<file path="src/rtl/calc1_port_scheduler.sv">
// Round-robin front end sharing one calc1 ALU between NPORT requester ports.
// Each port runs its own capture/issue/wait FSM; a single issue register feeds the unit.

module calc1_port_fsm (
    input  logic        c_clk,
    input  logic        reset,
    input  logic [3:0]  i_cmd,
    input  logic [31:0] i_data,
    input  logic        i_load,
    input  logic        i_hs,
    input  logic        i_hit,
    input  logic [1:0]  i_resp,
    input  logic [31:0] i_rdata,
    output logic        o_pend,
    output logic        o_busy,
    output logic [3:0]  o_cmd,
    output logic [31:0] o_op1,
    output logic [31:0] o_op2,
    output logic [1:0]  o_resp,
    output logic [31:0] o_data
);
    typedef enum logic [2:0] {
        S_IDLE,
        S_ARG2,
        S_PEND,
        S_ISSUED,
        S_BUSY
    } state_t;

    state_t      r_state;
    state_t      w_state_nxt;
    logic [3:0]  r_cmd;
    logic [31:0] r_op1;
    logic [31:0] r_op2;
    logic [1:0]  r_resp;
    logic [31:0] r_data;
    logic        w_cmd_ok;
    logic        w_lat_cmd;
    logic        w_lat_op2;
    logic [1:0]  w_resp_nxt;
    logic [31:0] w_data_nxt;

    assign w_cmd_ok = (r_cmd == 4'd1) || (r_cmd == 4'd2) ||
                      (r_cmd == 4'd5) || (r_cmd == 4'd6);

    always_ff @(posedge c_clk or posedge reset) begin
        if (reset) r_state <= S_IDLE;
        else       r_state <= w_state_nxt;
    end

    always_comb begin
        w_state_nxt = r_state;
        w_lat_cmd   = 1'b0;
        w_lat_op2   = 1'b0;
        w_resp_nxt  = 2'd0;
        w_data_nxt  = 32'd0;
        case (r_state)
            S_IDLE: begin
                if (i_cmd != 4'd0) begin
                    w_lat_cmd   = 1'b1;
                    w_state_nxt = S_ARG2;
                end
            end
            S_ARG2: begin
                w_lat_op2 = 1'b1;
                if (w_cmd_ok) begin
                    w_state_nxt = S_PEND;
                end else begin
                    // unsupported command: reject locally, never reaches the unit
                    w_resp_nxt  = 2'd2;
                    w_state_nxt = S_IDLE;
                end
            end
            S_PEND: begin
                if (i_load) w_state_nxt = S_ISSUED;
            end
            S_ISSUED: begin
                if (i_hs) w_state_nxt = S_BUSY;
            end
            S_BUSY: begin
                if (i_hit) begin
                    w_resp_nxt  = i_resp;
                    w_data_nxt  = i_rdata;
                    w_state_nxt = S_IDLE;
                end
            end
            default: w_state_nxt = S_IDLE;
        endcase
    end

    always_ff @(posedge c_clk or posedge reset) begin
        if (reset) begin
            r_cmd  <= 4'd0;
            r_op1  <= 32'd0;
            r_op2  <= 32'd0;
            r_resp <= 2'd0;
            r_data <= 32'd0;
        end else begin
            if (w_lat_cmd) begin
                r_cmd <= i_cmd;
                r_op1 <= i_data;
            end
            if (w_lat_op2) r_op2 <= i_data;
            r_resp <= w_resp_nxt;
            r_data <= w_data_nxt;
        end
    end

    assign o_pend = (r_state == S_PEND);
    assign o_busy = (r_state == S_BUSY);
    assign o_cmd  = r_cmd;
    assign o_op1  = r_op1;
    assign o_op2  = r_op2;
    assign o_resp = r_resp;
    assign o_data = r_data;
endmodule

module calc1_port_scheduler #(
    parameter int NPORT = 4
) (
    input  logic                  c_clk,
    input  logic                  reset,
    input  logic [4*NPORT-1:0]    req_cmd_in,
    input  logic [32*NPORT-1:0]   req_data_in,
    output logic [2*NPORT-1:0]    out_resp,
    output logic [32*NPORT-1:0]   out_data,
    output logic                  alu_valid,
    output logic [3:0]            alu_cmd,
    output logic [31:0]           alu_op1,
    output logic [31:0]           alu_op2,
    output logic [1:0]            alu_tag,
    input  logic                  alu_ready,
    input  logic                  alu_rvalid,
    input  logic [1:0]            alu_rtag,
    input  logic [1:0]            alu_resp,
    input  logic [31:0]           alu_rdata,
    output logic                  protocol_err
);
    logic [NPORT-1:0]        w_pend;
    logic [NPORT-1:0]        w_busy;
    logic [NPORT-1:0]        w_load;
    logic [NPORT-1:0][3:0]   w_cmd;
    logic [NPORT-1:0][31:0]  w_op1;
    logic [NPORT-1:0][31:0]  w_op2;

    logic        r_valid;
    logic [3:0]  r_cmd;
    logic [31:0] r_op1;
    logic [31:0] r_op2;
    logic [1:0]  r_tag;
    logic [1:0]  r_last;
    logic        r_perr;

    logic        w_hs;
    logic        w_found;
    logic [1:0]  w_win;
    logic [1:0]  w_k;
    logic        w_issue;

    genvar g;
    generate
        for (g = 0; g < NPORT; g++) begin : g_port
            localparam logic [1:0] TAG = 2'(g);
            calc1_port_fsm u_port (
                .c_clk   (c_clk),
                .reset   (reset),
                .i_cmd   (req_cmd_in[4*g +: 4]),
                .i_data  (req_data_in[32*g +: 32]),
                .i_load  (w_load[g]),
                .i_hs    (w_hs),
                .i_hit   (alu_rvalid && (alu_rtag == TAG)),
                .i_resp  (alu_resp),
                .i_rdata (alu_rdata),
                .o_pend  (w_pend[g]),
                .o_busy  (w_busy[g]),
                .o_cmd   (w_cmd[g]),
                .o_op1   (w_op1[g]),
                .o_op2   (w_op2[g]),
                .o_resp  (out_resp[2*g +: 2]),
                .o_data  (out_data[32*g +: 32])
            );
            assign w_load[g] = w_issue && (w_win == TAG);
        end
    endgenerate

    assign w_hs = r_valid && alu_ready;

    // search starts just past the last winner so every pending port gets a turn
    always_comb begin
        w_found = 1'b0;
        w_win   = 2'd0;
        w_k     = 2'd0;
        for (int i = 1; i <= NPORT; i++) begin
            w_k = 2'((int'(r_last) + i) % NPORT);
            if (!w_found && w_pend[w_k]) begin
                w_found = 1'b1;
                w_win   = w_k;
            end
        end
    end

    assign w_issue = (!r_valid || w_hs) && w_found;

    always_ff @(posedge c_clk or posedge reset) begin
        if (reset) begin
            r_valid <= 1'b0;
            r_cmd   <= 4'd0;
            r_op1   <= 32'd0;
            r_op2   <= 32'd0;
            r_tag   <= 2'd0;
            r_last  <= 2'(NPORT - 1);
            r_perr  <= 1'b0;
        end else begin
            if (w_issue) begin
                r_valid <= 1'b1;
                r_cmd   <= w_cmd[w_win];
                r_op1   <= w_op1[w_win];
                r_op2   <= w_op2[w_win];
                r_tag   <= w_win;
                r_last  <= w_win;
            end else if (w_hs) begin
                r_valid <= 1'b0;
            end
            // a result for a port that is not waiting is dropped but remembered
            if (alu_rvalid && !w_busy[alu_rtag]) r_perr <= 1'b1;
        end
    end

    assign alu_valid    = r_valid;
    assign alu_cmd      = r_cmd;
    assign alu_op1      = r_op1;
    assign alu_op2      = r_op2;
    assign alu_tag      = r_tag;
    assign protocol_err = r_perr;
endmodule

</file>
<file path="config.mk">
export PLATFORM = sky130hd
export DESIGN_NAME = calc1_port_scheduler
export DESIGN_NICKNAME = d
export VERILOG_FILES = /design/src/rtl/calc1_port_scheduler.sv
export SDC_FILE = /design/constraint.sdc
export NUM_CORES = 1
export LEC_CHECK = 0
export ABC_AREA = 0
export ABC_CLOCK_PERIOD_IN_PS = 48000
export CAP_MARGIN = 10
export CORE_MARGIN = 1
export CORE_UTILIZATION = 30
export DETAILED_ROUTE_END_ITERATION = 10
export PLACE_DENSITY_LB_ADDON = 0.08
export SLEW_MARGIN = 20
export SYNTH_ARGS = -nofsm -noshare
export SYNTH_HDL_FRONTEND = slang
export SYNTH_SLANG_ARGS = --single-unit
export TNS_END_PERCENT = 1
</file>
<file path="constraint.sdc">
create_clock -name c_clk -period 48 [get_ports c_clk]
set_input_delay 4.8 -clock c_clk [delete_from_list [all_inputs] [get_ports c_clk]]
set_output_delay 4.8 -clock c_clk [all_outputs]
set_load 0.005 [all_outputs]
</file>
==> Word level (Yosys, flattened, before mapping) <==
Cells that the tools add are included.
{ "op_classes": {"mux": 79, "addsub": 4, "div_mod_pow": 0, "magnitude_cmp": 6, "n_mul": 0, "n_reduce_logical": 47, "n_eq_ne": 54, "shift": 0, "bitwise_logic": 0} }
{ "ops": {"columns": ["cell", "count"], "rows": [
  ["$mux W32", 10],
  ["$bmux W32 S2", 2],
  ["$pmux W3 S5", 4],
  ["$mux W3", 13],
  ["$eq A4 B3 Y1 const B", 8],
  ["$mux W2", 16],
  ["$eq A3 B2 Y1 const B", 8],
  ["$ne A2 B1 Y1 const B", 12],
  ["$mux W1", 23],
  ["$lt A2 B3 Y1 const B", 6],
  ["$eq A4 B1 Y1 const B", 4],
  ["$eq A4 B2 Y1 const B", 4],
  ["$pmux W2 S2", 4],
  ["$reduce_and A4 Y1", 4],
  ["$reduce_bool A4 Y1", 4],
  ["$logic_and A1 B1 Y1", 14],
  ["$logic_or A1 B1 Y1", 13],
  ["$eq A3 B1 Y1 const B", 4],
  ["$eq A3 B3 Y1 const B", 4],
  ["$logic_not A3 Y1", 4],
  ["$bmux W1 S2", 5],
  ["$bmux W4 S2", 1],
  ["$eq A2 B2 Y1 const B", 4],
  ["$ne A2 B2 Y1 const B", 4],
  ["other kinds (7)", 15]
]} }
{ "word_totals": {"regBits": 494, "mem_count": 0, "mem_bits_ro": 0, "ram_bits": 0, "latch_bits": 0, "output_inout_bits": 208, "input_bits": 184, "elab_cells": 221} }

==> Depth between registers and ports, before layout <==
Gate-level depths: netlist of the first run.
{ "logic_depth": {"depth_word": 17, "ltp_mapped": 8, "depth_no_buf": 5} }

==> By module <==
Synthesis of the first run repeated with hierarchy kept, for this count alone.
{ "unflattened": {"hier_cells": 1496, "hier_area_um2": 20757.4} }
{ "by_module_without_submodules": {"columns": ["mod", "area_each_um2", "seq_area_each_um2", "cells_per_inst", "n_inst"], "rows": [
  ["calc1_port_fsm", 3961.3, 2627.5, 243, 4],
  ["calc1_port_scheduler", 4912.2, 1854.3, 524, 1]
]} }

==> Least setup slack after synthesis of the first run <==
Ideal clock, no wire load.
{ "synth_timing": {"path_type": "input to register", "startpoint": "input req_cmd_in[12]", "endpoint": "register g_port[3].u_port.r_op1[10]", "setup_ps": 128, "arrival_ps": 5862, "path_slack_ps": 42010, "required_time_ps": 47872, "path_stages": 4, "n_path_buf": 1, "path_cell_list": "nor4_1 -> nor4_4 -> buf_2 -> mux2_1"} }
{ "synth_via": {"elab_chain_len": 3} }
{ "synth_lines": {"columns": ["item", "line", "rtl"], "rows": [
  ["start: declaration", "123", "input logic [4*NPORT-1:0] req_cmd_in,"],
  ["$reduce_bool A4 Y1", "59", "if (i_cmd != 4'd0) begin"],
  ["$mux W1", "59", null],
  ["$mux W1", "57", "case (r_state)"],
  ["end signal: assignment", "101", "r_op1 <= i_data;"],
  ["end: declaration", "33", "logic [31:0] r_op1;"]
]} }
No other way between the ends.
A chain may end at the register's enable or synchronous reset.

==> results of run 1 <==
-- per-layer routing --
metal,global-route usage,vias up,share of wire
met5,0,-,0.0017
met4,0.0449,16,0.020
met1,0.245,6500,0.45
met2,0.304,300,0.48
li1,-,5832,-
met3,0.0429,96,0.054
-- per-stage QoR --
| stage | area, um2 | util | hold slack, ns | power [uW] | std cells |
|---|---|---|---|---|---|
| 2_1_floorplan | 19800 | - | 0.445 | 1170 | 1441 |
| 3_3_place_gp | 24600 | 0.379 | 0.444 | 1420 | 2629 |
| 3_5_place_dp | 24600 | 0.379 | 0.452 | 1430 | 2629 |
| 4_1_cts | 26400 | 0.407 | 0.465 | 1870 | 2729 |
| 5_1_grt | 26400 | 0.408 | 0.490 | 1950 | 2731 |
| 6_report | 26400 | 0.408 | 0.459 | 1840 | 2732 |
-- logic make-up after synthesis --
logic type / count (synthesis) / share of synthesized area
DFF: 494 / 0.626
and+or+nand+nor: 381 / 0.0978
muxes: 369 / 0.202
AOI/OAI and AO/OA: 105 / 0.0484
buffers and inverters: 88 / 0.0240
xor gates and xnor gates: 4 / 0.00177
-- worst min-delay path by stage --
stage	slack, ns	cells after the start	endpoint	startpoint
after floorplan	0.44	2	g_port[2].u_port.o_op1[0]	g_port[2].u_port.o_op1[0]
after global placement	0.44	1	protocol_err	protocol_err
after detailed placement	0.45	1	protocol_err	protocol_err
after CTS	0.46	1	protocol_err	protocol_err
after global routing	0.49	1	protocol_err	protocol_err
final	0.46	1	protocol_err	protocol_err
-- flip-flops by register name, indices dropped and copies added, names as in the netlist, 8 cells and up --
name / flops
g_port.u_port.o_data: 128
g_port.u_port.o_op1: 128
g_port.u_port.o_op2: 128
alu_op1: 32
alu_op2: 32
g_port.u_port.o_cmd: 16
g_port.u_port.r_state: 12
g_port.u_port.o_resp: 8
-- cell type report --
cell class              instances  area (um2)  area share
diodes                          3        7.51    0.000284
clock buffers                  87        1680      0.0637
clock inverters                13         146     0.00554
inverters                       4        22.5    0.000853
multi-input cells             859        7000       0.265
flip-flops and latches        494       12400       0.468
well taps                     855        1070      0.0405
repair buffers                417        4130       0.156
-- where the power goes --
| part | total (uW) | internal (uW) | switching [uW] | leakage, uW |
|---|---|---|---|---|
| Sequential | 670 | 578 | 91.8 | 0.00617 |
| Combinational | 737 | 356 | 381 | 0.00435 |
| Clock | 429 | 255 | 174 | 0.000899 |
| Total | 1840 | 1190 | 646 | 0.0114 |
-- placed cells by master (no fill, tap or decap), types with 2 or more instances in the layout --
cell	synthesis	final
nor3_2	0	2
diode_2	0	3
clkinv_2	0	8
o21ai_0	6	6
clkbuf_1	34	18
a21o_1	2	2
nand2_1	194	193
bufinv_16	0	3
a21oi_1	5	5
nand2b_1	3	2
nand2_4	0	2
a22o_1	7	7
dfstp_2	2	2
clkbuf_16	0	59
nor3_1	7	5
mux2i_1	136	136
nand3_1	5	5
or3b_1	2	2
nand3b_1	3	3
mux2_2	203	203
and2_1	133	133
o41ai_1	2	2
nor3b_2	2	5
mux2_1	29	29
o22ai_1	2	2
o41a_2	0	3
nor2_1	13	12
buf_4	0	24
clkdlybuf4s50_1	0	391
xnor2_1	4	4
o221ai_1	61	61
clkbuf_8	0	10
inv_1	4	3
and3_1	3	3
or4b_2	3	3
o221ai_2	8	7
dfrtp_1	492	492
-- critical path, stage by stage --
cell	delay, ns
clkdlybuf4s50_1	0.49
inv_8	0.60
buf_6	0.66
buf_12	0.70
==> flow_summary.toml, run 1 <==
[drt]
drtPass1Iterations = 4
ant_nets = 0
first_iter_violations = 595
viasPerCell = 4.66
vias = 12700
finalWirelength_um = 61300
wl_per_cell_um = 22.4
drc = 0

[setup_path]
start_kind = "input port"
r2r_end = "alu_op1[3]"
cp-startpoint = "reset"
reg2reg_depth = 7
critPathKind = "in2async"
cp_data_arrival_time_ns = 7.51
cp_max_fo = 169
crit_end = "alu_op2[10]"
r2r_start = "g_port[3].u_port.r_state[1]"
reg2reg_slack_ns = 44.59
worst_setup_path_end_kind = "async pin"
critical_path_required_ns = 48.59

[final_layout]
syn2layout_area_growth_pct = 33.7
fill_cells = 6011
drive_gt1_frac = 0.186
final_nets = 2017

[global_route]
grtUsageTotal = 0.185
gr-total-overflow = 0
antenna_found_initial = 11
grt_pass1_vias = 13900
grt_max_degree = 170
grt_pass1_wl_um = 92600

[synthesis]
synth_seq_cells = 494
yosysMostFrequentCell = "dfrtp_1"
synth_top_area_share = 0.623
yosysSeqAreaShare = 0.626
synth_commonest_cells = "dfrtp_1 (492), mux2_2 (203), nand2_1 (194)"
synth_top_flop_cell = "dfrtp_1"
synth_area_leaders = "dfrtp_1 (62%), mux2_2 (12%), mux2i_1 (6.9%)"
async_flop_share = 1.00
syn_area_per_cell_um2 = 13.7
synthesis.yosys.warnings = 0
yosysTopAreaCell = "dfrtp_1"
syn_area_um2 = 19800
netlist_instances = 1441
synth_edf_count = 0
yosysUniqueCellTypes = 50
synth_nets = 1625

[sta]
fin_ws_ns = 41.07
rsz0062_at_grt = "no"
drv_slew = 0
final-setup-viol-count = 0
finalHoldViolCount = 0
relSlewSlack = 0.272
max_freq_ghz = 0.144
setup-tns-final_ns = 0
min_period_over_period = 0.144
period_needed_ns = 6.93
tightest_slew_ns = 1.09
skew_ns = 0.0296

[floorplan]
die-area_um2 = 66900
placementRows = 93
initial_core_util = 0.305
num_io_pins = 392
die_w_um = 259
core_area_um2 = 64800
die_h_um = 259

[cts]
cts.sinks = 494
clkLatencyLatePin_ns = 0.61
clk_transition_reported_paths_ns = 0.06
cts-resized-gates = 0
root_buffer = "clkbuf_16"
cts_hold_buf = 0
post_cts_buffers = 0
cts_tree = "done"
h-tree-depth = 2
numCtsBuffers = 57
clockBufferDepth = 3

[placed_design]
dp_hpwl_um = 39700
portBuffers = 391
gp_congestion = 0.765
place_worst_setup_slack_ns = 40.04

[pwr]
ir_drop_mv = 0.0450
powerDensity_nw_per_um2 = 69.5
power.leakage_uw = 0.0114

[job]
cap_violations = 0

[run_status]
outcome = "complete, no violations"

[worst_hold_path]
worstHoldPathType = "reg2reg"
(Power assumes the default switching activity.)
==> inputs of run 2 (changes only) <==
--- a/config.mk
+++ b/config.mk
@@ -6,7 +6,7 @@
 export NUM_CORES = 1
 export LEC_CHECK = 0
 export ABC_AREA = 0
-export ABC_CLOCK_PERIOD_IN_PS = 48000
+export ABC_CLOCK_PERIOD_IN_PS = 6630
 export CAP_MARGIN = 10
 export CORE_MARGIN = 1
 export CORE_UTILIZATION = 30
==> constraint.sdc (replaced) <==
create_clock -name c_clk -period 6.63 [get_ports c_clk]
set_input_delay 0.663 -clock c_clk [delete_from_list [all_inputs] [get_ports c_clk]]
set_output_delay 0.663 -clock c_clk [all_outputs]
set_load 0.005 [all_outputs]
==> run 2 against run 1 <==
  * Clock skew is 0.017 ns lower
  * Non-clock buffer count down 1
  * Sequential power grew to 7.3 times the previous value
  * Critical path depth increased by 1
  * Final area shrank 0.20%
==> flow_summary.toml, run 2 (same netlist as run 1, synthesis figures left out) <==
[floorplan]
die-area_um2 = 66900
die_w_um = 259
num_io_pins = 392
initial_core_util = 0.305
placementRows = 93
core_area_um2 = 64800
die_h_um = 259

[sta]
finalHoldViolCount = 0
min_period_over_period = 0.425
final-setup-viol-count = 0
skew_ns = 0.0128
period_needed_ns = 2.82
fin_ws_ns = 3.81
relSlewSlack = 0.269
max_freq_ghz = 0.355
rsz0062_at_grt = "no"
drv_slew = 0
whs_ns = 0.401
tightest_slew_ns = 1.10

[setup_path]
r2r_end = "alu_op2[19]"
r2r_start = "g_port[2].u_port.r_state[2]"
worst_setup_path_end_kind = "flop"
reg2reg_slack_ns = 3.81
reg2reg_depth = 5
cp_max_fo = 70
critPathKind = "reg2reg"
critical_path_required_ns = 7.10
start_kind = "flop"
cp_data_arrival_time_ns = 3.29

[cts]
cts-resized-gates = 0
clockBufferDepth = 3
h-tree-depth = 2
cts_tree = "done"
numCtsBuffers = 55
root_buffer = "clkbuf_16"
clk_transition_reported_paths_ns = 0.06
post_cts_buffers = 0
cts.sinks = 494
cts_hold_buf = 0
clkLatencyLatePin_ns = 0.60

[job]
cap_violations = 0

[placed_design]
dpl-instance-area_um2 = 24600
gp_congestion = 0.786
dp_hpwl_um = 40500
place_worst_setup_slack_ns = 3.72
place_inst = 2628
portBuffers = 391

[run_status]
outcome = "complete, no violations"

[drt]
vias = 12800
ant_nets = 0
wl_per_cell_um = 22.6
drc = 0
drtPass1Iterations = 5
first_iter_violations = 688
finalWirelength_um = 61700
viasPerCell = 4.70

[pwr]
total_power_uw = 13200
comb_power_share = 0.404
switching_share = 0.353
ir_drop_mv = 0.561
power.net_switching_uw = 4680
seqPwrFrac = 0.368
internal-power_uw = 8570
powerDensity_nw_per_um2 = 502
power.leakage_uw = 0.0114
clkPwrFrac = 0.228

[global_route]
grt_max_degree = 162
grt_pass1_vias = 13600
gr-total-overflow = 0
antenna_found_initial = 7
grtUsageTotal = 0.185
grt_pass1_wl_um = 92200

[final_layout]
fin_cells = 2727
final_cell_mix = "dfrtp_1 (492), clkdlybuf4s50_1 (391), mux2_2 (203)"
drive_gt1_frac = 0.186
layout_commonest_cell = "dfrtp_1"
syn2layout_area_growth_pct = 33.4
final_nets = 2014
postLayoutCellArea_um2 = 26400

[worst_hold_path]
worstHoldPathType = "in2async"
## run 2: per-layer routing
layer	part of all wire	track usage	up-vias	wire [um]
li1	-	-	5833	-
met1	0.46	0.255	6615	28500
met2	0.47	0.298	302	29200
met3	0.046	0.0374	68	2830
met4	0.017	0.0424	10	1050
met5	0.00091	0	-	56
## run 2: worst max path at each step
stage	to	cells past startpoint	slack, ns	startpoint
2_1_floorplan	alu_cmd[0]	1	-0.73	reset
3_3_place_gp	g_port[2].u_port.o_op1[14]	4	3.76	reset
3_5_place_dp	alu_op2[0]	5	3.72	alu_ready
4_1_cts	alu_op2[22]	5	3.84	g_port[2].u_port.r_state[2]
5_1_grt	alu_op2[9]	5	3.61	g_port[3].u_port.r_state[1]
6_report	alu_op2[19]	5	3.81	g_port[2].u_port.r_state[2]
## run 2: layout make-up
cell class | instances | area [um2]
diodes | 2 | 5.00
flip-flops and latches | 494 | 12400
clock inverters | 14 | 145
clock buffers | 83 | 1630
fillers | 6012 | 38400
multi-input cells | 859 | 7000
well taps | 855 | 1070
repair buffers | 416 | 4130
inverters | 4 | 18.8
## run 2: stage by stage
step | util | setup TNS [ns]
after floorplan | - | -360.11
after global placement | 0.379 | 0
after detailed placement | 0.379 | 0
after CTS | 0.407 | 0
after global routing | 0.407 | 0
final | 0.407 | 0
## run 2: critical path, cell delays in order (launching register included)
cell and delay (ns):
dfrtp_1 0.45, nor3b_2 0.44, o32ai_2 0.17, nor3_1 0.43, nand2_4 0.67, o221ai_1 0.43
## run 2: power by group through the flow
stage          sequential, uW  clock, uW  combinational [uW]
2_1_floorplan            4700          0                3750
3_3_place_gp             4910          0                5380
3_5_place_dp             4930          0                5470
4_1_cts                  4890       3110                5480
5_1_grt                  5040       3230                5830
6_report                 4870       3030                5350
==> inputs of run 3 (changes only) <==
--- a/config.mk
+++ b/config.mk
@@ -6,7 +6,7 @@
 export NUM_CORES = 1
 export LEC_CHECK = 0
 export ABC_AREA = 0
-export ABC_CLOCK_PERIOD_IN_PS = 6630
+export ABC_CLOCK_PERIOD_IN_PS = 2400
 export CAP_MARGIN = 10
 export CORE_MARGIN = 1
 export CORE_UTILIZATION = 30
==> constraint.sdc (replaced) <==
create_clock -name c_clk -period 2.4 [get_ports c_clk]
set_input_delay 0.24 -clock c_clk [delete_from_list [all_inputs] [get_ports c_clk]]
set_output_delay 0.24 -clock c_clk [all_outputs]
set_load 0.005 [all_outputs]
==> run 3 against run 2 <==
  * Sequential power grew to 2.8 times the previous value
  * Fmax rose by 21%
  * Sequential cell count unchanged
  * Largest power group unchanged
  * Critical path depth rose by 2
  * Global-route usage grew 0.18 points
  * First-iteration DRC count down 9.9%
  * Count of clock-buffer cells in the layout increased by 3
  * Highest routed layer unchanged
  * Die area unchanged
  * Clock power rose to 3.0 times the previous value
  * Sequential share of layout area down 1.3 points
==> flow_summary.toml, run 3 (same netlist as run 1, synthesis figures left out) <==
[setup_path]
cpMaxStageDelayCell = "or3b_1"
reg2reg_slack_ns = 0.07
critical_path_required_ns = 2.88
cp_max_fo = 21
start_kind = "flop"
critPathKind = "reg2reg"
r2r_start = "g_port[0].u_port.r_state[0]"
cp_cell_sequence = "or3b_1 -> a22oi_2 -> o221ai_4 -> buf_4 -> clkbuf_16 -> mux2i_1 -> o221ai_1"
worst_setup_path_end_kind = "flop"
reg2reg_depth = 7
cp_data_arrival_time_ns = 2.80
slowest_delay_ns = 0.50
r2r_end = "alu_op1[17]"

[pwr]
clkPwrFrac = 0.232
comb_power_share = 0.420
ir_drop_mv = 0.645
switching_share = 0.351
power.leakage_uw = 0.0118
powerDensity_nw_per_um2 = 1420
power.net_switching_uw = 13600
total_power_uw = 38600
seqPwrFrac = 0.348
internal-power_uw = 25000

[final_layout]
final_cell_mix = "dfrtp_1 (492), clkdlybuf4s50_1 (391), mux2_2 (203)"
fill_cells = 5980
final_nets = 2050
register_area_um2 = 12400
layout_commonest_cell = "dfrtp_1"
fin_util = 0.418
multiInputGateArea_um2 = 7000
fin_cells = 2772
syn2layout_area_growth_pct = 37.2
drive_gt1_frac = 0.207

[job]
cap_violations = 0

[floorplan]
die-area_um2 = 66900
num_io_pins = 392
core_area_um2 = 64800
die_h_um = 259
placementRows = 93
initial_core_util = 0.305
die_w_um = 259

[placed_design]
place_worst_setup_slack_ns = 0.0423
portBuffers = 391
gp_congestion = 0.775
dp_hpwl_um = 41500
place_inst = 2657

[drt]
first_iter_violations = 620
finalWirelength_um = 63500
drc = 0
wl_per_cell_um = 22.9
viasPerCell = 4.69
vias = 13000
ant_nets = 0
drtPass1Iterations = 6

[cts]
cts_tree = "done"
clockBufferDepth = 3
cts_hold_buf = 0
root_buffer = "clkbuf_16"
clk_transition_reported_paths_ns = 0.06
clkLatencyLatePin_ns = 0.62
h-tree-depth = 2
cts.sinks = 494
numCtsBuffers = 57

[global_route]
grt_max_degree = 82
antenna_found_initial = 6
grt_pass1_wl_um = 92900
grtUsageTotal = 0.187
busiest_layer = "met2"
grtUsageMet1 = 0.252
grt_pass1_vias = 13600
gr-total-overflow = 0
met3_usage = 0.0374
met2_usage = 0.304

[sta]
drv_slew = 0
final-setup-viol-count = 0
max_freq_ghz = 0.430
period_needed_ns = 2.33
tightest_slew_ns = 0.744
skew_ns = 0.0220
fin_ws_ns = 0.0739
setup-tns-final_ns = 0
min_period_over_period = 0.969
rsz0062_at_grt = "yes"
finalHoldViolCount = 0
relSlewSlack = 0.498

[run_status]
outcome = "complete, no violations"

[worst_hold_path]
worstHoldPathType = "in2async"
[run 3: stage by stage]
stage / hold slack (ns) / instance area, um2
detailed placement: 0.458 / 25100
floorplan: 0.345 / 19800
CTS: 0.00312 / 27000
finish: 0.0348 / 27100
global placement: 0.446 / 25100
global route: 0.0251 / 27100
[run 3: cell type report]
type / count / share of cell area
clock inverter: 20 / 0.00840
tap: 855 / 0.0395
multi-input combinational: 859 / 0.258
clock buffer: 86 / 0.0633
antenna: 4 / 0.000369
timing repair buffer: 450 / 0.174
inverter: 4 / 0.000692
sequential: 494 / 0.456
[run 3: worst max-delay path: cells and delay by family, from the launching register on]
| kind | cells | cell delay [ns] |
|---|---|---|
| compound gates | 3 | 0.59 |
| buf+inv | 2 | 0.39 |
| mux | 1 | 0.21 |
| flops | 1 | 0.44 |
| simple gates | 1 | 0.50 |
[run 3: how the worst max path moves through the flow]
stage                                      startpoint     endpoint  slack (ns)  depth (start not counted)
final                     g_port[0].u_port.r_state[0]  alu_op1[17]        0.07                          7
after global routing      g_port[0].u_port.r_state[2]  alu_op1[16]       -0.07                          7
after CTS                 g_port[1].u_port.r_state[2]  alu_op2[19]        0.02                          6
after detailed placement  g_port[1].u_port.r_state[2]  alu_op1[15]        0.04                          6
after global placement    g_port[1].u_port.r_state[2]  alu_op1[23]        0.08                          6
after floorplan                                 reset   alu_cmd[0]       -4.54                          1
[run 3: layer usage]
layer	share of wire	up-vias
met5	0.00065	-
met4	0.024	6
met3	0.045	99
met2	0.48	312
met1	0.45	6697
li1	-	5897
[run 3: timing repair]
action / 4_1_cts / 5_1_grt
endpoints found under the hold margin: 0 / 0
endpoints found under the setup margin: 0 / 37
resized for setup: 0 / 7
buffers inserted: 0 / 2
[run 3: power by group through the flow]
stage	Sequential, uW	Clock, uW	Combinational, uW
floorplan	13000	0	10300
global placement	13600	0	15700
detailed placement	13600	0	16100
CTS	13500	9200	16100
global route	13900	9520	17500
finish	13400	8950	16200
